===== src/rtl/muldiv_unit.sv =====
// Iterative multiply/divide unit with HI/LO architectural registers.
// Fixed 34-cycle latency: 33 RUN cycles (32 iterations), one FIX cycle, then DONE.
module muldiv_unit #(
  parameter int DATA_W = 32
) (
  input  logic              clk,
  input  logic              rst,
  input  logic              start,
  input  logic [1:0]        op,
  input  logic [DATA_W-1:0] rs_data,
  input  logic [DATA_W-1:0] rt_data,
  input  logic              wr_hi,
  input  logic              wr_lo,
  input  logic [DATA_W-1:0] wdata,
  output logic              busy,
  output logic              done,
  output logic [DATA_W-1:0] hi,
  output logic [DATA_W-1:0] lo
);

  localparam int CNT_W = $clog2(DATA_W) + 1;

  typedef enum logic [1:0] {IDLE, RUN, FIX, DONE} state_t;

  state_t state, state_nxt;

  logic [CNT_W-1:0]  cnt;
  logic [1:0]        op_r;
  logic [DATA_W-1:0] a_r, b_r, acc_hi, acc_lo;

  function automatic logic [DATA_W-1:0] neg_if(input logic c, input logic [DATA_W-1:0] x);
    return c ? -x : x;
  endfunction

  function automatic logic [2*DATA_W-1:0] neg_if_w(input logic c, input logic [2*DATA_W-1:0] x);
    return c ? -x : x;
  endfunction

  logic              accept, idle_like, iter_done, is_signed, neg_res, div_zero;
  logic [DATA_W-1:0] a_mag, b_mag;
  logic [DATA_W:0]   mul_sum, div_sh, div_diff;
  logic              div_ge;

  assign idle_like = (state == IDLE) || (state == DONE);
  assign accept    = start && idle_like;
  assign iter_done = (cnt == CNT_W'(DATA_W));
  assign is_signed = ~op_r[0];
  assign neg_res   = is_signed & (a_r[DATA_W-1] ^ b_r[DATA_W-1]);
  assign div_zero  = (b_r == '0);
  assign a_mag     = neg_if(is_signed & a_r[DATA_W-1], a_r);
  assign b_mag     = neg_if(is_signed & b_r[DATA_W-1], b_r);

  // Multiply: acc_hi holds the running upper product, acc_lo the shifting multiplier.
  assign mul_sum  = {1'b0, acc_hi} + (acc_lo[0] ? {1'b0, a_mag} : '0);
  // Divide: acc_hi is the partial remainder, acc_lo shifts dividend out and quotient in.
  assign div_sh   = {acc_hi, acc_lo[DATA_W-1]};
  assign div_diff = div_sh - {1'b0, b_mag};
  assign div_ge   = ~div_diff[DATA_W];

  always_ff @(posedge clk) begin
    if (rst) state <= IDLE;
    else     state <= state_nxt;
  end

  always_comb begin
    state_nxt = state;
    case (state)
      IDLE, DONE: state_nxt = start ? RUN : IDLE;
      RUN:        state_nxt = iter_done ? FIX : RUN;
      FIX:        state_nxt = DONE;
      default:    state_nxt = IDLE;
    endcase
  end

  always_comb begin
    busy = (state == RUN) || (state == FIX);
    done = (state == DONE);
  end

  always_ff @(posedge clk) begin
    if (rst) begin
      cnt    <= '0;
      op_r   <= '0;
      a_r    <= '0;
      b_r    <= '0;
      acc_hi <= '0;
      acc_lo <= '0;
      hi     <= '0;
      lo     <= '0;
    end else begin
      if (accept) begin
        op_r   <= op;
        a_r    <= rs_data;
        b_r    <= rt_data;
        cnt    <= '0;
        acc_hi <= '0;
        acc_lo <= op[1] ? neg_if(~op[0] & rs_data[DATA_W-1], rs_data)
                        : neg_if(~op[0] & rt_data[DATA_W-1], rt_data);
      end else if (idle_like) begin
        if (wr_hi) hi <= wdata;
        if (wr_lo) lo <= wdata;
      end
      if (state == RUN && !iter_done) begin
        cnt <= cnt + 1'b1;
        if (!op_r[1]) begin
          {acc_hi, acc_lo} <= {mul_sum, acc_lo[DATA_W-1:1]};
        end else begin
          acc_hi <= div_ge ? div_diff[DATA_W-1:0] : div_sh[DATA_W-1:0];
          acc_lo <= {acc_lo[DATA_W-2:0], div_ge};
        end
      end
      // FIX: apply signs and commit the result to HI/LO.
      if (state == FIX) begin
        if (!op_r[1]) begin
          {hi, lo} <= neg_if_w(neg_res, {acc_hi, acc_lo});
        end else if (div_zero) begin
          hi <= a_r;
          lo <= '1;
        end else begin
          hi <= neg_if(is_signed & a_r[DATA_W-1], acc_hi);
          lo <= neg_if(neg_res, acc_lo);
        end
      end
    end
  end

endmodule


===== config.mk =====
export PLATFORM = sky130hd
export DESIGN_NAME = muldiv_unit
export DESIGN_NICKNAME = d
export VERILOG_FILES = /design/src/rtl/muldiv_unit.sv
export SDC_FILE = /design/constraint.sdc
export NUM_CORES = 1
export LEC_CHECK = 0
export ABC_AREA = 1
export CAP_MARGIN = 0
export CORE_ASPECT_RATIO = 1.25
export CORE_UTILIZATION = 30
export DETAILED_ROUTE_END_ITERATION = 8
export GPL_ROUTABILITY_DRIVEN = 0
export HOLD_SLACK_MARGIN = 0.1
export SLEW_MARGIN = 20
export SYNTH_ARGS = -nofsm -noshare
export SYNTH_HDL_FRONTEND = slang
export SYNTH_SLANG_ARGS = --single-unit

===== constraint.sdc =====
create_clock -name clk -period 8.6 [get_ports clk]
set_input_delay 1.29 -clock clk [delete_from_list [all_inputs] [get_ports clk]]
set_output_delay 1.29 -clock clk [all_outputs]
set_load 0.01 [all_outputs]

==> summary.md <==
| Metric | Value |
|---|---|
| Crit Path Category | flip-flop to flip-flop |
| Relative slew slack | 28.8% |
| Area fraction in compound gates after synthesis | 21.1% |
| Synth top cells by count | nand2_1, inv_1, nand3_1 |
| Min Hold Slack | between 0.4 and 0.5 ns |
| Core area | 0.0674 sq mm |
| ANT cells | 0 |
| GR Util All Layers | between 20% and 30% |
| Nets | 3894 |
| Clock buffer depth | 3 |
| Seq/Total Area, Yosys | about a fifth |
| Post-synthesis adder-cell area fraction | 4.76% |
| Die area | just under 0.07 sq mm |
| Starting density of the core | around 30% |
| Core Rows | ~110 |
| # H-tree levels | 1 |
| CP max FO | 34 |
| Synth Flop Type | dfxtp_1 |
| Root buffer cell | clkbuf_16 |
| Overall power | approximately 3.6 mW |
| Routed len/inst | ~19 microns |
| Share of Yosys cell area claimed by the top area cell type | between 10% and 20% |
| Post-synthesis cell count | around 3600 |
| DP Area | ~0.023 sq mm |
| Synth Warn # | 0 |
| CP endpoint kind | flip-flop |
| Largest net degree at the start of global routing | roughly 110 |
| Mapped cell area | between 0.02 and 0.025 sq mm |
| PostCTS Resize Cnt | 0 |
| Average via count per standard cell | approximately 5.3 |
| Mux cell area share after synthesis | 0% |
| Vias | between 20000 and 25000 |
| R2R depth | 24 |
| 1st-pass router iterations | 5 |
| Pins Over Slew Limit | 0 |
| CP required | slightly above 9 ns |
| Final Critical Period | about 4.4 ns |
| R2R Path End | acc_hi[22] |
| Status | finished clean |
| Async SR Flop Fraction | 0% |
| P&R area growth vs syn | 14.9% |
| CTS Buf Count | 24 |
| FF+latch count, synth | around 200 |
| Worst-Margin Slew | ~1.1 ns |
| Leakage power figure | roughly 11 nW |
| Detail Route Antenna Nets | 0 |
| Pwr dens | around 150 mW/mm^2 |
| Top area cells in the synthesized netlist | dfxtp_1, nand2_1, nand3_1 |
| Cell variety after synth | between 50 and 60 |
| Hold buffers post-CTS | 0 |
| IO buf count | between 150 and 200 |
| Number of synthesized flops with an enable pin | 0 |
| Part of the cycle the worst path needs | about half |
| Postcts setup bufs | 0 |
| Post-DP HPWL | around 70 mm |
| Die height | 295 microns |
| Post-Synth Simple-Gate Area | about two fifths |
| Fin. Hold Viols | 0 |
| Drt drc | 0 |
| Fmax | 0.228 GHz |
| Share of cells above drive strength 1 | approximately 4.1% |
| IO Count | around 170 |
| First-pass GRT wire length | 130 mm |
| Initial antenna violation count | 0 |
| Area leader, netlist | dfxtp_1 |
| R2r setup slk | approximately 4.2 ns |
| Via count of the first global-routing pass | ~23000 |
| Final setup vio count | 0 |
| Final instance area | roughly 0.024 sq mm |
| Hold WC Path Type | flip-flop to flip-flop |
| Die X | 236 microns |
| Clock Sinks | roughly 200 |
| Clock latency on the worst-skew pair | about 0.57 ns |
| CTS tree | done |
| Critical path destination | acc_hi[22] |
| CP startpoint | b_r[2] |
| DRT iter0 DRCs | 2361 |
| MaxCap Viol Count | 0 |
| Reg-to-reg startpoint | b_r[2] |
| Setup_tns | 0 ns |
| Main combinational cell family by area after synthesis | simple AND/OR/NAND/NOR gates |
| Grt ovf | 0 |
| Final Skew | about 0.035 ns |
| Critical Path AT | just under 5 ns |
| Post-Synth XOR/XNOR Area | 3.92% |
| Worst VDD drop | roughly 130 uV |
| Wirelength, routed | 86.8 mm |
| Syn_nets | around 3800 |
| Most common cell in the netlist | nand2_1 |
| Worst setup SP type | flip-flop |
| Clock transition at path regs | around 0.07 ns |
| RSZ-0062 raised after global routing | no |
| Syn Area/Cell | around 5.6 sq um |
-- state kept, by name, summed over array words and instances, names as in the netlist --
signal  flops
a_r        32
hi         32
lo         32
cnt         6
acc_hi     32
state       2
op_r        2
b_r        32
acc_lo     32
-- cells in the final DEF (no fill, tap or decap), types with 10 or more instances in the layout --
cell             Yosys  routed
nor2_2              10      10
nor4_1              11      11
clkbuf_16            0      24
ha_1                75      74
nor2_1             338     337
o21ai_0            342     342
a31oi_1             24      24
clkdlybuf4s50_1      0     167
nand2_2             15      15
a21oi_1            350     350
o211ai_1            22      22
nor3_1              53      53
xor2_1              83      83
buf_4                8      22
o22ai_1             20      20
nand4_1             41      41
inv_1              448     447
nand2_1            948     947
nand3_1            374     374
nand3b_1            16      16
dfxtp_1            202     201
-- critical path, cell delays in order, from the launching register on --
cell and delay, ns:
dfxtp_1 0.30, inv_1 0.11, nand3_1 0.12, nor3_1 0.25
nand4_1 0.19, nor2_1 0.21, inv_1 0.11, nor2_4 0.12
nand3_1 0.11, nand2_1 0.13, xor2_1 0.34, ha_1 0.36
nand2_1 0.12, inv_1 0.04, nand2_1 0.06, nand2_1 0.06
inv_1 0.05, nand2_1 0.07, a21oi_2 0.30, nand3_4 0.39
nand2_4 0.41, nand2_1 0.10, nand3_1 0.08, nand3_1 0.08
a21oi_1 0.16
-- layer usage --
metal / part of all wire (%) / up-vias / global-route usage [%] / wire, microns
met1: 40 / 11300 / 28.5 / 34600
li1: - / 12100 / - / -
met3: 5.6 / 229 / 1.85 / 4900
met2: 48 / 945 / 42.3 / 41700
met5: 0 / - / 0 / 0
met4: 6.4 / 0 / 14.1 / 5560
-- worst min-delay path by stage --
stage	from	endpoint	slack, ns	cells past startpoint
3_3_place_gp	cnt[5]	cnt[5]	0.46	2
2_1_floorplan	cnt[4]	cnt[4]	0.44	1
6_report	cnt[5]	cnt[5]	0.48	2
3_5_place_dp	cnt[5]	cnt[5]	0.47	2
5_1_grt	acc_lo[4]	acc_lo[4]	0.52	2
4_1_cts	cnt[5]	cnt[5]	0.48	2
-- power breakdown --
part	switching [mW]	internal, mW	total, mW
logic	0.934	0.460	1.39
registers	0.0850	1.01	1.09
clock network	0.471	0.606	1.08
total	1.49	2.07	3.56
-- metrics by stage --
| step | worst slack, ns | cells | util, % |
|---|---|---|---|
| floorplan | 5.35 | 3649 | - |
| global route | 3.87 | 4596 | 35.1 |
| finish | 4.22 | 4596 | 35.1 |
| CTS | 4.33 | 4596 | 35.1 |
| detailed placement | 4.05 | 4552 | 33.9 |
| global placement | 4.06 | 4552 | 33.9 |
-- cells by family after synthesis --
group	after synthesis
compound gates	815
xor+xnor	92
fa+ha+maj	77
buf+inv	612
flops	202
simple gates	1851
-- final cells by class --
type                       count  area [sq um]
clock buffer                  29           649
multi-input combinational   2835         14100
fill                        7612         43700
sequential                   202          4050
clock inverter                15           160
timing repair buffer         190          1840
tap                          864          1080
inverter                     461          1730
Power figures use the tool's default switching activity.
